==> src/rtl/mem32_initiator.sv <==
// mem32_initiator: burst bus initiator for the mem32 byte-addressed responder.
// Takes one burst command (read/write, start byte address, word count) and moves
// one 32-bit word per memory access. Write words arrive on a valid/ready stream.
// Read words leave on a valid/ready stream.
// Ports:
//   clk, rst (synchronous, active-low)
//   req_valid/req_ready/req_write/req_addr/req_len  burst command
//   wdata_valid/wdata_ready/wdata                   write word stream in
//   rdata_valid/rdata_ready/rdata                   read word stream out
//   done/err                                        end-of-burst pulse, rejected-command flag
//   mem_wr/mem_rd/mem_addr/mem_wdata/mem_rdata      memory pins
module mem32_initiator #(
  parameter int unsigned MEM_BYTES = 11,
  parameter int unsigned LEN_W     = 4
) (
  input  logic             clk,
  input  logic             rst,
  input  logic             req_valid,
  output logic             req_ready,
  input  logic             req_write,
  input  logic [31:0]      req_addr,
  input  logic [LEN_W-1:0] req_len,
  input  logic             wdata_valid,
  output logic             wdata_ready,
  input  logic [31:0]      wdata,
  output logic             rdata_valid,
  input  logic             rdata_ready,
  output logic [31:0]      rdata,
  output logic             done,
  output logic             err,
  output logic             mem_wr,
  output logic             mem_rd,
  output logic [31:0]      mem_addr,
  output logic [31:0]      mem_wdata,
  input  logic [31:0]      mem_rdata
);

  // Wide enough that addr + 4*len cannot wrap.
  localparam int unsigned EXT_W = 34;

  typedef enum logic [2:0] {
    IDLE,
    WR,
    RD_ISSUE,
    RD_WAIT,
    RD_HOLD,
    DONE
  } state_t;

  state_t           state;
  logic [31:0]      addr;
  logic [LEN_W-1:0] count;

  logic [EXT_W-1:0] last_byte_c;
  logic             bad_cmd_c;

  // Command range check on the last byte touched by the burst.
  always_comb begin
    last_byte_c = EXT_W'(req_addr) + (EXT_W'(req_len) << 2) - EXT_W'(1);
    bad_cmd_c   = (req_len == '0) || (last_byte_c > EXT_W'(MEM_BYTES - 1));
  end

  // Burst sequencer; every output is a register.
  always_ff @(posedge clk) begin
    if (!rst) begin
      state       <= IDLE;
      addr        <= '0;
      count       <= '0;
      req_ready   <= 1'b0;
      wdata_ready <= 1'b0;
      rdata_valid <= 1'b0;
      rdata       <= '0;
      done        <= 1'b0;
      err         <= 1'b0;
      mem_wr      <= 1'b0;
      mem_rd      <= 1'b0;
      mem_addr    <= '0;
      mem_wdata   <= '0;
    end else begin
      mem_wr <= 1'b0;
      mem_rd <= 1'b0;
      done   <= 1'b0;
      err    <= 1'b0;
      case (state)
        IDLE: begin
          req_ready <= 1'b1;
          if (req_valid && req_ready) begin
            req_ready <= 1'b0;
            addr      <= req_addr;
            count     <= req_len;
            if (bad_cmd_c) begin
              state <= DONE;
              done  <= 1'b1;
              err   <= 1'b1;
            end else if (req_write) begin
              state       <= WR;
              wdata_ready <= 1'b1;
            end else begin
              state    <= RD_ISSUE;
              mem_rd   <= 1'b1;
              mem_addr <= req_addr;
            end
          end
        end
        WR: begin
          if (count == '0) begin
            // Last mem_wr is on the pins this cycle; done follows it.
            state <= DONE;
            done  <= 1'b1;
          end else if (wdata_valid && wdata_ready) begin
            mem_wr    <= 1'b1;
            mem_addr  <= addr;
            mem_wdata <= wdata;
            addr      <= addr + 32'd4;
            count     <= count - LEN_W'(1);
            if (count == LEN_W'(1)) wdata_ready <= 1'b0;
          end
        end
        RD_ISSUE: state <= RD_WAIT;
        RD_WAIT: begin
          // Memory registers its read, so data is valid during this cycle.
          rdata       <= mem_rdata;
          rdata_valid <= 1'b1;
          state       <= RD_HOLD;
        end
        RD_HOLD: begin
          if (rdata_ready) begin
            rdata_valid <= 1'b0;
            addr        <= addr + 32'd4;
            count       <= count - LEN_W'(1);
            if (count == LEN_W'(1)) begin
              state <= DONE;
              done  <= 1'b1;
            end else begin
              state    <= RD_ISSUE;
              mem_rd   <= 1'b1;
              mem_addr <= addr + 32'd4;
            end
          end
        end
        DONE: begin
          state     <= IDLE;
          req_ready <= 1'b1;
        end
        default: state <= IDLE;
      endcase
    end
  end

endmodule

==> config.mk <==
export PLATFORM = sky130hd
export DESIGN_NAME = mem32_initiator
export DESIGN_NICKNAME = d
export VERILOG_FILES = /design/src/rtl/mem32_initiator.sv
export SDC_FILE = /design/constraint.sdc
export NUM_CORES = 1
export LEC_CHECK = 0
export CELL_PAD_IN_SITES_DETAIL_PLACEMENT = 1
export CELL_PAD_IN_SITES_GLOBAL_PLACEMENT = 2
export CORE_ASPECT_RATIO = 0.7
export CORE_UTILIZATION = 30
export DETAILED_ROUTE_END_ITERATION = 16
export PLACE_DENSITY_LB_ADDON = 0.1
export SETUP_SLACK_MARGIN = 0.02
export SLEW_MARGIN = 20
export SYNTH_ARGS = -nofsm -noshare
export SYNTH_HDL_FRONTEND = slang
export SYNTH_SLANG_ARGS = --single-unit
==> constraint.sdc <==
create_clock -name clk -period 9 [get_ports clk]
set_clock_uncertainty 0.2 [all_clocks]
set_input_delay 1.8 -clock clk [delete_from_list [all_inputs] [get_ports clk]]
set_output_delay 1.8 -clock clk [all_outputs]
set_load 0.1 [all_outputs]
Word-level counts from Yosys, hierarchy flattened

Cells that the tools add are included.
Widths: inputs -> output; s select.

Bits of input ports: 106
Output and inout bits: 103
Logic and storage cells: 104
Bits in registers: 142

Bitwise operators: 3
Add/subtract/negate cells: 4
Reductions and logical operators: 18
Eq/ne operators: 16
$lt $le $gt $ge: 1
Multiplexer cells: 49

Operators with widths:

| operator              | count |
|---|---|
| $mux 32               | 11 |
| $pmux 32 s3           | 2 |
| $gt 34x4->1 const B   | 1 |
| $sub 33x1->34 const B | 1 |
| $add 32x6->33         | 1 |
| $add 32x3->32 const B | 1 |
| $ne 2x2->1 const B    | 10 |
| $mux 1                | 19 |
| $mux 4                | 4 |
| $mux 3                | 5 |
| $pmux 3 s5            | 1 |
| $pmux 4 s3            | 1 |
| $logic_not 4->1       | 2 |
| $pmux 1 s2            | 4 |
| $reduce_and 8->1      | 1 |
| $reduce_and 7->1      | 1 |
| $eq 3x2->1 const B    | 2 |
| $eq 3x3->1 const B    | 2 |
| $reduce_and 3->1      | 2 |
| $reduce_bool 2->1     | 3 |
| $reduce_and 5->1      | 1 |
| $eq 4x1->1 const B    | 1 |
| $reduce_and 2->1      | 2 |
| $sub 4x1->4 const B   | 1 |
| other kinds (9)       | 12 |

Depth between registers and ports, before layout

Gate-level depths: netlist (run 1).

Depth after elaboration: 7
Gate-level depth with buffers: 16

Least setup slack after synthesis (run 1)

Ideal clock, no wire load.

Path type: input port to flip-flop
From: input port req_len[3]
To: register mem_addr[2]
Path buffers: 2
Cell stages on the path: 16
Arrival: 5.076 ns
Path slack: 3.601 ns
Data required time: 8.678 ns
Cells stage by stage: inv_1 -> ha_1 -> inv_1 -> ha_1 -> a21oi_2 -> o21ai_2 -> o211ai_2 -> o31ai_4 -> o2111a_1 -> a2111o_1 -> or4_4 -> nor4_4 -> o21ai_2 -> buf_6 -> buf_6 -> mux2i_1

Longest elaborated chain between the ends: 6
Elaborated cells on any way between the ends: 7
Classes of those cells: add/sub (2); order compare (1); eq/ne (1); reduce/logical (3)

RTL lines:

| element                        | line | text |
|---|---|---|
| start, declared                | 22   | `input logic [LEN_W-1:0] req_len,` |
| $add 32x6->33                  | 59   | `last_byte_c = EXT_W'(req_addr) + (EXT_W'(req_len) << 2) - EXT_W'(1);` |
| $sub 33x1->34                  | 59   |  |
| $gt 34x4->1                    | 60   | `bad_cmd_c = (req_len == '0) \|\| (last_byte_c > EXT_W'(MEM_BYTES - 1));` |
| $logic_or 1x1->1 (*)           | 60   |  |
| $ne 2x2->1 (no line) (*)       | n/a  |  |
| $reduce_and 8->1 (no line) (*) | n/a  |  |
| end signal, assigned           | 101  | `mem_addr <= req_addr;` |
| end signal, assigned           | 112  | `mem_addr <= addr;` |
| end signal, assigned           | 137  | `mem_addr <= addr + 32'd4;` |
| end, declared                  | 33   | `output logic [31:0] mem_addr,` |

Every way passes the cells marked *; elsewhere a longest branch is shown, timed or not.
A chain may end at the register's enable or synchronous reset.

Worst setup path after layout (run 1)

From: input port req_len[3]
To: register mem_addr[29]

The elaborated chain is that of the path after synthesis.

==> results.md, run 1 <==
Power and ir drop:
- Internal power comes to approximately 0.0017 W.
- The switching component of the power is 0.00160 W.
- Combinational cells account for 51.0% of the total power.
- Net switching is 48.4% of the power.
- The leakage power summed over all cells is between 4 and 5 nW.
- In this run, the clock network consumes 22.4% of the power.
- The power density over the cells is between 200 and 300 nW/um^2.
- Overall power consumption after layout is estimated at roughly 0.0033 W.
- VDD sags by at most 0.253 mV.
- The sequential share of power is 26.7%.

Worst setup path:
- The critical path data required time is 9.09 ns.
- The worst setup path is captured at a flip-flop.
- The delay of the slowest cell on the worst path is approximately 0.6 ns.
- The register-to-register setup slack is 5.50 ns.
- The sort of element at the start of the critical path is an input pin.
- The worst register-to-register path ends at count[3]$_SDFFE_PN0P_.
- The startpoint of the most critical setup path is req_len[3].
- The critical path in this run is classified as input pin to flip-flop.
- The top fanout value on the critical path is 29.
- The startpoint identified for the worst register-to-register timing path is state[2]$_SDFFE_PN0P_.
- The slowest stage of the critical path is the nor4_4 cell.
- The signal on the critical path passes through clkdlybuf4s50_1 -> inv_1 -> ha_1 -> inv_1 -> ha_1 -> a21oi_2 -> o21ai_2 -> o211ai_2 -> o41ai_2 -> o211ai_1 -> mux2i_1 -> or4_4 -> nor4_4 -> o21ai_4 -> buf_4 -> mux2i_1.
- The worst register-to-register path has a depth of 7.
- The arrival time at the worst endpoint is roughly 6.3 ns.

Final layout:
- The area growth from synthesis to layout is 32.1%.
- The final core utilization is 40.5%.
- In the final design database the tool counted 1577 nets.
- The proportion of layout cells with a drive suffix above 1 is 5.27%.

STA:
- The final worst slack is 2.76 ns.
- The worst slew margin relative to its limit is slightly below 30%.
- Setup repair after global routing left no endpoint under its margin.
- The final period demand of the worst path is approximately 6.2 ns.
- The worst hold margin is 0.252 ns.
- The final count of hold timing violations is 0.
- The peak clock frequency supported by timing is roughly 160 MHz.
- The final max-slew violation count was 0.
- The post-route setup TNS is 0 ns.
- For the pin with the worst max-slew slack, the measured transition is roughly 1.1 ns.
- Dividing the final minimum period by the clock period gives 69.3%.
- Setup violations remaining at the end of the flow were counted as 0.

Detailed routing:
- The average routed wire per standard cell is around 19 um.
- The detailed router finished its first iteration with about 650 violations.
- Before antenna repair, the detailed router went through 5 iterations.
- The routed wire length is around 36000 um.
- Once detail routing completed, the nets flagged for antenna violations numbered 0.
- The detailed router placed 9914 vias in this run.
- The remaining routing DRC violations is 0.
- The number of vias per cell is 5.35.

CTS:
- After clock tree synthesis, the clock-pin slew on the worst setup and hold paths is 0.06 ns.
- In this run the number of H-tree levels came out at 4.
- Clock latency on the worst-skew pair, taken at its later pin, is 0.43 ns.
- The number of buffers created by CTS is 17.
- In this run the clock root is driven by a clkbuf_16.
- The post-CTS setup-driven buffer insertion count is 0.
- TritonCTS built the clock tree.
- The clock net sink count is 142.
- The post-cts sizing count is 0.
- The hold-fix buffer count after cts is 0.
- The maximum root-to-sink buffer count is 2.

Status:
- The run finished with clean final reports.

Logic synthesis:
- The most numerous cell in the Yosys netlist is nand2_1.
- The synthesized design devotes to its leading area cell type between 30% and 40% of total area.
- Sorting the synthesized cells by how often they occur yields nand2_1 (302), dfxtp_1 (142), a21oi_1 (134).
- The netlist uses 76 different library cells.
- Of all flip-flops after synthesis, the portion carrying an async set or reset was 0%.
- The mean cell area of the mapped netlist is ~7.2 um^2.
- The number of nets handed over by synthesis was around 1400.
- In the post-synthesis netlist, the biggest area contributors are dfxtp_1 (31%), nand2_1 (12%), a21oi_1 (7.3%), ha_1 (5.6%), o21ai_0 (4.1%).
- The number of synthesized flops with an enable pin is 0.
- The Yosys step of the flow raised 0 warnings.
- The most used flip-flop cell after synthesis is dfxtp_1.
- The count of mapped cells out of synthesis is about 1300.
- Summing the sequential cell areas from Yosys gives a little over 30% of the chip area.
- The cell taking the most area after synthesis is dfxtp_1.
- The synthesized netlist occupies a cell area of 9220 um^2.
- The number of flip-flops and latches in the synthesized netlist is 142.

Global routing:
- Global routing used 22.5% of the available tracks across all layers.
- Entering global routing, the biggest net connects 71 pins.
- The total overflow left after global routing is 0.
- The number of antenna violations at the first check in global routing is 1.
- The global-route wire length before repair is 55200 um.
- The number of global-route vias before repair is 9410.

Die:
- The overall die width is 212 um.
- The die is between 100 and 150 um tall.
- The initialized floorplan defines 53 standard-cell rows.
- The boundary pin count is 209.
- Once the floorplan was initialized, standard cells occupied 30.6% of the core.
- The total die area is 31500 um^2.
- The core region is 30100 um^2.

Run:
- The total of max-cap violations is 0.

Place:
- The final weighted congestion in routability-driven placement is 0.929.
- The count of buffers inserted at the top-level ports is about 210.
- Detailed placement ended at an HPWL of 26800 um.
- The pre-CTS setup slack is 2.37 ns.

Worst hold path:
- The worst hold path cell count is 2.
- The end point of the most critical hold path is rdata[13]$_SDFFE_PN0P_.
- The worst hold path belongs to the class flip-flop to flip-flop.
- The beginning of the worst hold path is rdata[13]$_SDFFE_PN0P_.
-- logic make-up after synthesis --
kind of cell / synth area share (%)
simple gates: 24.3
buf+inv: 6.32
mux: 4.15
compound gates: 26.7
fa+ha+maj: 5.78
xor+xnor: 1.90
flops: 30.8
-- power groups by stage --
| stage | Clock (W) | Sequential (W) | Combinational [W] |
|---|---|---|---|
| floorplan | 0 | 0.00111 | 0.000975 |
| global route | 0.000789 | 0.000908 | 0.00184 |
| detailed placement | 0 | 0.000895 | 0.00169 |
| global placement | 0 | 0.000892 | 0.00168 |
| finish | 0.000741 | 0.000884 | 0.00169 |
| CTS | 0.000765 | 0.000882 | 0.00169 |
-- cell usage in the layout, fill, tap and decap left out, types with 5 or more instances in the layout --
master,n
nand2b_1,7
a221oi_1,5
a31oi_1,8
nor3_1,16
nand2_1,302
mux2i_1,36
and4_1,7
nand3_1,29
and2_1,5
nand4_1,25
ha_1,41
a21oi_2,7
o31ai_1,21
buf_4,13
nor4_1,6
o21ai_1,6
o21ai_0,75
a211oi_1,7
o311ai_0,19
xor2_1,16
a21oi_1,134
dfxtp_1,142
o211ai_1,22
and3_1,17
nor2_1,62
nand3b_1,5
clkdlybuf4s50_1,207
clkbuf_16,17
o21a_1,10
a21o_1,6
a22oi_1,25
nor2b_1,5
inv_1,58
-- layout make-up --
| class | count | area [um^2] |
|---|---|---|
| flip-flops and latches | 142 | 2840 |
| clock inverters | 10 | 138 |
| diodes | 1 | 2.50 |
| inverters | 59 | 223 |
| fillers | 3699 | 17900 |
| multi-input cells | 988 | 5820 |
| repair buffers | 221 | 2170 |
| well taps | 412 | 515 |
| clock buffers | 21 | 470 |
-- stage by stage --
stage	std cells	area, um^2
CTS	1853	12200
detailed placement	1822	11600
global route	1853	12200
floorplan	1279	9220
global placement	1822	11600
finish	1854	12200
-- worst max-delay path by stage --
stage / to / slack, ns / cells past startpoint
after floorplan: mem_addr[2]$_SDFFE_PN0P_ / 3.60 / 16
after global placement: mem_addr[22]$_SDFFE_PN0P_ / 2.59 / 16
after detailed placement: mem_addr[29]$_SDFFE_PN0P_ / 2.37 / 16
after CTS: mem_addr[29]$_SDFFE_PN0P_ / 2.82 / 16
after global routing: mem_addr[11]$_SDFFE_PN0P_ / 2.57 / 16
final: mem_addr[29]$_SDFFE_PN0P_ / 2.76 / 16
-- per-layer routing --
| layer | up-vias | GRT usage [%] | share of wire [%] |
|---|---|---|---|
| li1 | 4853 | - | - |
| met4 | 0 | 4.20 | 0.65 |
| met3 | 15 | 4.01 | 5.0 |
| met2 | 241 | 33.4 | 43 |
| met1 | 4805 | 33.8 | 51 |
| met5 | - | 0 | 0 |
-- state kept, by name, indices dropped and copies added, names as in the netlist, 3 cells and up --
| signal | flops |
|---|---|
| rdata | 32 |
| state | 3 |
| mem_wdata | 32 |
| mem_addr | 32 |
| addr | 32 |
| count | 4 |
-- worst max-delay path: cells and delay by family --
| kind | cells | cell delay [ns] |
|---|---|---|
| AND/OR/NAND/NOR | 2 | 1.19 |
| buffers and inverters | 4 | 0.89 |
| AO/OA/AOI/OAI | 6 | 1.38 |
| multiplexers | 2 | 0.35 |
| adder cells (fa/ha/maj) | 2 | 0.69 |
Power figures use the tool's default switching activity.
==> run 2, diff against run 1 <==
Settings changed: CORE_UTILIZATION 30 to 26.
Clock period 9 ns to 5.5 ns, I/O delays scaled along.
==> run 2 against run 1 <==
Compared with the run above: total power grew 65%; sequential share of layout area down 0.83 points; first-iteration DRC count is 17% lower; global-route usage fell by 1.5 points; design area rose by 3.7%; critical endpoint is now mem_addr[13]$_SDFFE_PN0P_; combinational power rose by 69%; clock-buffer cell count up 2; critical path depth grew 1; sequential power up 64%; via count increased by 1.0%; largest cell class unchanged; die area rose by 15%.
==> results.md, run 2 (synthesized netlist as in run 1, its figures left out) <==
Worst setup path:
- The critical path data required time is 5.61 ns (-3.48 ns).
- The delay of the slowest cell on the worst path is 0.56 ns (-0.04 ns).
- The family with the most delay on the worst path is compound AO/OA/AOI/OAI gates.
- STA classifies the critical path endpoint as a flip-flop.
- The top fanout value on the critical path is 22 (-24%).
- The arrival time at the worst endpoint is 5.16 ns (-1.17 ns).
- The end of the worst register-to-register path is mem_addr[29]$_SDFFE_PN0P_.
- The number of buffers and inverters on the critical path was 5 (+1).
- In this run the critical register-to-register path is launched from addr[9]$_SDFFE_PN0P_.
- The most critical setup path has its startpoint at req_len[3].
- Traced cell by cell, the critical path runs through clkdlybuf4s50_1 -> inv_1 -> ha_1 -> inv_1 -> ha_1 -> a21oi_2 -> o21ai_2 -> o211ai_2 -> o41ai_2 -> o211ai_1 -> mux2i_1 -> or4_4 -> nor4_4 -> buf_4 -> o21ai_4 -> buf_12 -> mux2i_1.
- The cell depth of the worst flop-to-flop path came to 9 (+2).
- The register-to-register setup slack is 2.21 ns (-3.29 ns).
- By startpoint and endpoint, the worst setup path is classified as input pin to flip-flop.
- The sort of element at the start of the critical path is an input pin.
- Among all stages on the critical path, the largest delay is contributed by or4_4.

CTS:
- The maximum root-to-sink buffer count is 2 (unchanged).
- The number of buffers created by CTS was 17 (unchanged).
- The post-cts sizing count is 0 (unchanged).
- The cell at the root of the clock tree is clkbuf_16.
- The clock net sink count is 142 (unchanged).
- TritonCTS built the clock tree.
- The number of levels in the clock H-tree is 4 (unchanged).
- The register clock-pin slew on the reported worst setup and hold paths came to 0.06 ns (about the same).
- The hold-fix buffer count after cts is 0 (unchanged).
- The post-CTS setup-driven buffer insertion count is 0 (unchanged).
- The clock latency of the later-clocked register in the worst-skew pair is 0.43 ns (about the same).

Worst hold path:
- The path class of the lowest-slack min-delay path is flip-flop to flip-flop.
- The beginning of the worst hold path is rdata[19]$_SDFFE_PN0P_.
- The worst hold path cell count came to 2 (unchanged).
- For hold timing, the worst endpoint is rdata[19]$_SDFFE_PN0P_.

STA:
- The worst slew margin relative to its limit came to 26.5% (-3.1 points).
- Setup repair after global routing left no endpoint under its margin.
- The final max-slew violation count is 0 (unchanged).
- The transition time of the tightest slew-check pin was 1.10 ns (+0.0469 ns).
- Based on the critical path, the design can be clocked at up to a little under 200 MHz.
- The post-route fraction of the period consumed by the critical path is between 90% and 100%.
- The clock period could shrink to about 5 ns.
- The final worst slack is 0.448 ns (-2.31 ns).
- The final count of hold timing violations is 0 (unchanged).
- The post-route setup TNS is 0 ns (unchanged).
- The count of final setup violators is 0 (unchanged).

Die:
- The vertical die dimension is 160 um (+7.3%).
- The standard-cell row count is 57 (+7.5%).
- The initial core utilization was 26.5% (-4.1 points).
- The total die area is 36200 um^2 (+15%).
- The boundary pin count is 209 (unchanged).
- The overall die width came to 227 um (+7.3%).
- The area of the core is 34800 um^2 (+16%).

Place:
- The area of placed instances is 12100 um^2 (+4.3%).
- The pre-CTS setup slack came to 0.0280 ns (-2.34 ns).
- The final weighted congestion in routability-driven placement is 0.910 (-2.0%).
- The count of buffers inserted at the top-level ports was 208 (unchanged).
- The half-perimeter wire length after detailed placement came to 28700 um (+7.0%).

Global routing:
- The largest net degree at the start of global routing came to 79 (+11%).
- The leftover overflow at the end of global routing is 0 (unchanged).
- The global-route wire length before repair came to 59000 um (+6.9%).
- The overall global routing resource usage was 21.1% (-1.5 points).
- The number of antenna violations at the first check in global routing is 0 (-1).
- The number of global-route vias before repair came to 10155 (+7.9%).

Detailed routing:
- The remaining routing DRC violations is 0 (unchanged).
- The detailed router's first-iteration violation count was 537 (-17%).
- The total via count after detailed routing is 10015 (+1.0%).
- The detailed-routing iteration count for the pre-antenna-repair pass is 5 (unchanged).
- The number of vias per cell is 5.09 (-4.7%).
- The average routed wire per standard cell is 19.2 um (-0.27%).
- The routed wire length came to 37700 um (+5.8%).
- The count of nets left with antenna violations after detail routing is 0 (unchanged).

Final layout:
- The final standard cell area without fillers came to 12600 um^2 (+3.7%).
- The final core utilization is 36.3% (-4.2 points).
- The area of combinational cells with multiple inputs is 5820 um^2 (about the same).
- Leaving out fill and tap cells, the most frequent cells in the layout are nand2_1 (302), clkdlybuf4s50_1 (207), dfxtp_1 (142), a21oi_1 (134), o21ai_0 (75).
- The number of filler instances in the final layout came to 4299 (+16%).
- The sequential cell area is 2840 um^2 (unchanged).
- The post-layout net count is 1631 (+3.4%).
- The most frequent standard cell in the layout excluding fill and tap cells is nand2_1.
- The proportion of layout cells with a drive suffix above 1 was 8.57% (+3.3 points).
- The area growth from synthesis to layout is 37.0%.
- The number of antenna cells inserted is 0 (-1).

Status:
- The flow ran to the end, and the final reports show no timing, DRC or antenna violations.

Power and ir drop:
- The leakage power summed over all cells is 4.82 nW (+5.4%).
- The post-layout total power came to 0.00545 W (+65%).
- The worst-case vdd ir drop was 0.392 mV (+55%).
- The power density over the cells was 432 nW/um^2 (+59%).

Run:
- The total of max-cap violations is 0 (unchanged).
-- run 2: cell type report --
type                    count  area share, %
clock buffers              23           3.78
clock inverters             7          0.693
inverters                  59           1.76
multi-input cells         988           46.1
flip-flops and latches    142           22.5
well taps                 472           4.68
repair buffers            275           20.5
-- run 2: layer usage --
layer  GRT usage (%)  up-vias  share of wire, %
li1                -     4955                 -
met1            30.5     4835                50
met2            32.1      200                44
met3            4.00       25               4.9
met4            4.36        0               1.1
met5               0        -                 0
-- run 2: worst max path at each step --
stage | to | slack [ns] | cells past startpoint
floorplan | mem_addr[2]$_SDFFE_PN0P_ | 0.80 | 16
global route | mem_addr[13]$_SDFFE_PN0P_ | 0.23 | 17
detailed placement | mem_addr[13]$_SDFFE_PN0P_ | 0.03 | 17
finish | mem_addr[13]$_SDFFE_PN0P_ | 0.45 | 17
CTS | mem_addr[31]$_SDFFE_PN0P_ | 0.48 | 17
global placement | state[2]$_SDFFE_PN0P_ | 0.07 | 20
-- run 2: tightest hold or removal path, stage by stage, from the launching register on --
cell     delay, ns
dfxtp_1       0.30
nand2_1       0.05
a21oi_1       0.05
-- run 2: report_power, final --
part	switching, W	internal [W]	leakage [nW]	total, W
registers	0.000242	0.00121	1.15	0.00145
logic	0.00194	0.000907	3.39	0.00285
clock network	0.000456	0.000695	0.279	0.00115
-- run 2: per-stage QoR --
step / hold WS (ns) / cells
final: 0.252 / 1966
after global routing: 0.271 / 1966
after CTS: 0.255 / 1966
after detailed placement: 0.247 / 1936
after global placement: 0.241 / 1936
after floorplan: 0.253 / 1279
==> run 3, diff against run 2 <==
Settings changed: CORE_UTILIZATION 26 to 30.
Clock period 5.5 ns to 6.03 ns, I/O delays scaled along.
==> run 3 against run 2 <==
Compared with the run above: global-route usage rose by 1.8 points; wire length decreased by 5.0%; first-iteration DRC count decreased by 6.0%; sequential cell count unchanged; total power is 8.1% lower; utilization is 4.6 points higher; non-clock buffer count decreased by 39; die area shrank 13%; combinational power decreased by 9.8%; clock-buffer cell count is 1 higher; setup slack improved by 0.11 ns; sequential power down 9%; largest power group unchanged.
==> results.md, run 3 (synthesized netlist as in run 1, its figures left out) <==
Worst setup path:
- The startpoint identified for the worst register-to-register timing path is state[0]$_SDFFE_PN0P_.
- The register-to-register setup slack is 2.36 ns (+0.15 ns).
- The top fanout value on the critical path was 7 (-68%).
- The cell depth of the worst flop-to-flop path is 10 (+1).
- The worst setup path is of the input pin to flip-flop kind.
- The sort of element at the start of the critical path is an input pin.
- The arrival time at the worst endpoint is 5.59 ns (+0.43 ns).
- The critical path data required time is 6.15 ns (+0.54 ns).
- In this run the critical register-to-register path is captured at mem_addr[17]$_SDFFE_PN0P_.
- The kind of end point of the critical path is a flip-flop.

Run:
- The total of max-cap violations was 0 (unchanged).

CTS:
- The post-CTS setup-driven buffer insertion count was 0 (unchanged).
- The number of levels in the clock H-tree is 4 (unchanged).
- The cell at the root of the clock tree is clkbuf_16.
- The clock net sink count is 142 (unchanged).
- The maximum root-to-sink buffer count is 2 (unchanged).
- The post-cts sizing count is 0 (unchanged).
- The clock latency of the later-clocked register in the worst-skew pair was 0.44 ns (about the same).
- The hold-fix buffer count after cts was 0 (unchanged).
- The register clock-pin slew on the reported worst setup and hold paths came to 0.06 ns (about the same).
- The number of buffers created by CTS is 17 (unchanged).
- TritonCTS built the clock tree.

Worst hold path:
- The worst hold path cell count is 2 (unchanged).
- The tightest min-delay check is of the flip-flop to flip-flop type.
- The worst hold path begins at rdata[17]$_SDFFE_PN0P_.
- The path with the worst hold slack has its endpoint at rdata[17]$_SDFFE_PN0P_.

Detailed routing:
- The detailed-routing iteration count for the pre-antenna-repair pass was 4 (-1).
- The remaining routing DRC violations is 0 (unchanged).
- The routed wire length came to 35800 um (-5.0%).
- The total via count after detailed routing is 9893 (-1.2%).
- The average routed wire per standard cell is 19.2 um (about the same).
- The number of vias per cell is 5.29 (+3.9%).
- The detailed router's first-iteration violation count is 505 (-6.0%).
- The count of nets left with antenna violations after detail routing came to 0 (unchanged).

Die:
- The total die area was 31500 um^2 (-13%).
- The initial core utilization came to 30.6% (+4.1 points).
- The overall die width is 212 um (-6.8%).
- The boundary pin count was 209 (unchanged).
- The vertical die dimension is 149 um (-6.8%).
- The area of the core was 30100 um^2 (-13%).
- The standard-cell row count is 53 (-7.0%).

Place:
- The cell count after placement is 1837 (-5.1%).
- The final weighted congestion in routability-driven placement is 0.881 (-3.1%).
- The half-perimeter wire length after detailed placement came to 27100 um (-5.4%).
- The area of placed instances is 11700 um^2 (-3.2%).
- The count of buffers inserted at the top-level ports is 208 (unchanged).

Power and ir drop:
- The leakage power summed over all cells is 4.64 nW (-3.7%).
- The worst-case vdd ir drop is 0.262 mV (-33%).
- The post-layout total power came to 0.00501 W (-8.1%).
- The power density over the cells is 407 nW/um^2 (-5.7%).

Final layout:
- The final core utilization came to 40.9% (+4.6 points).
- The library cell used most frequently in the layout, excluding fill and tap cells, is nand2_1.
- The final standard cell area without fillers is 12300 um^2 (-2.6%).
- In the layout the commonest cells are nand2_1 (302), clkdlybuf4s50_1 (207), dfxtp_1 (142), a21oi_1 (134), o21ai_0 (75).
- The layout overhead on the synthesized area is 33.4%.
- The proportion of layout cells with a drive suffix above 1 came to 6.18% (-2.4 points).
- The number of standard cells in the layout, taps in and fillers out came to 1869 (-4.9%).
- The post-layout net count was 1592 (-2.4%).
- The number of antenna cells inserted is 0 (unchanged).

STA:
- The final count of hold timing violations came to 0 (unchanged).
- The final max-slew violation count is 0 (unchanged).
- The worst slew margin relative to its limit was 28.7% (+2.1 points).
- The count of final setup violators is 0 (unchanged).
- The post-route setup TNS is 0 ns (unchanged).
- The transition time of the tightest slew-check pin is 1.07 ns (-0.0320 ns).
- The peak clock frequency supported by timing is 183 MHz.
- The post-route fraction of the period consumed by the critical path is 90.7%.
- Counting I/O delays and the setup requirement, the final critical path takes between 5 and 6 ns.
- Setup repair after global routing left no endpoint under its margin.

Global routing:
- The number of antenna violations at the first check in global routing is 0 (unchanged).
- The global-route wire length before repair came to 55500 um (-5.9%).
- The leftover overflow at the end of global routing is 0 (unchanged).
- The number of global-route vias before repair is 9467 (-6.8%).
- The largest net degree at the start of global routing is 71 (-10%).
- The overall global routing resource usage is 22.8% (+1.8 points).

Status:
- The flow ran to the end, and the final reports show no timing, DRC or antenna violations.
## run 3: changes by cell type in the layout (fill, tap and decap cells not counted), moves of 2 or more
| cell | change |
|---|---|
| clkinv_2 | -4 |
| buf_4 | -38 |
| clkinv_4 | +2 |
| clkinvlp_4 | +2 |
## run 3: power by group
part	switching [W]	total [W]	internal, W
Combinational	0.00177	0.00257	0.000796
Sequential	0.000213	0.00132	0.00111
Clock	0.000428	0.00112	0.000696
## run 3: stage by stage
stage / setup WS (ns) / hold slack (ns)
5_1_grt: 0.263 / 0.275
3_3_place_gp: 0.227 / 0.241
2_1_floorplan: 1.23 / 0.253
6_report: 0.560 / 0.251
3_5_place_dp: 0.0859 / 0.246
4_1_cts: 0.538 / 0.254
## run 3: worst max-delay path, stage by stage
cell and delay (ns):
clkdlybuf4s50_1 0.47, inv_1 0.06, ha_1 0.27, inv_1 0.04, ha_1 0.43, a21oi_2 0.12
o21ai_2 0.20, o211ai_2 0.19, o41ai_2 0.54, o211ai_1 0.20, mux2i_1 0.15, or4_4 0.58
nor4_4 0.54, buf_4 0.22, a21boi_1 0.06, o221a_2 0.30
## run 3: final cells by class
cell class	count	area [um^2]
timing repair buffer	236	2290
fill	3721	17800
inverter	59	223
clock buffer	24	492
sequential	142	2840
multi-input combinational	988	5820
tap	412	515
clock inverter	8	130
## run 3: routing by layer
layer / track usage, % / routed length, um / vias to the layer above
met5: 0 / 0 / -
met4: 5.54 / 462 / 0
met3: 4.29 / 1670 / 29
met2: 32.7 / 15000 / 213
met1: 34.5 / 18700 / 4775
li1: - / - / 4876
## run 3: worst max path at each step
stage / startpoint / end / slack (ns) / cells after the start
global route: req_len[3] / mem_addr[18]$_SDFFE_PN0P_ / 0.26 / 16
CTS: req_len[3] / mem_addr[17]$_SDFFE_PN0P_ / 0.54 / 16
finish: req_len[3] / state[0]$_SDFFE_PN0P_ / 0.56 / 16
floorplan: req_len[3] / mem_addr[2]$_SDFFE_PN0P_ / 1.23 / 16
detailed placement: req_len[3] / mem_addr[17]$_SDFFE_PN0P_ / 0.09 / 16
global placement: req_addr[2] / mem_addr[24]$_SDFFE_PN0P_ / 0.23 / 16
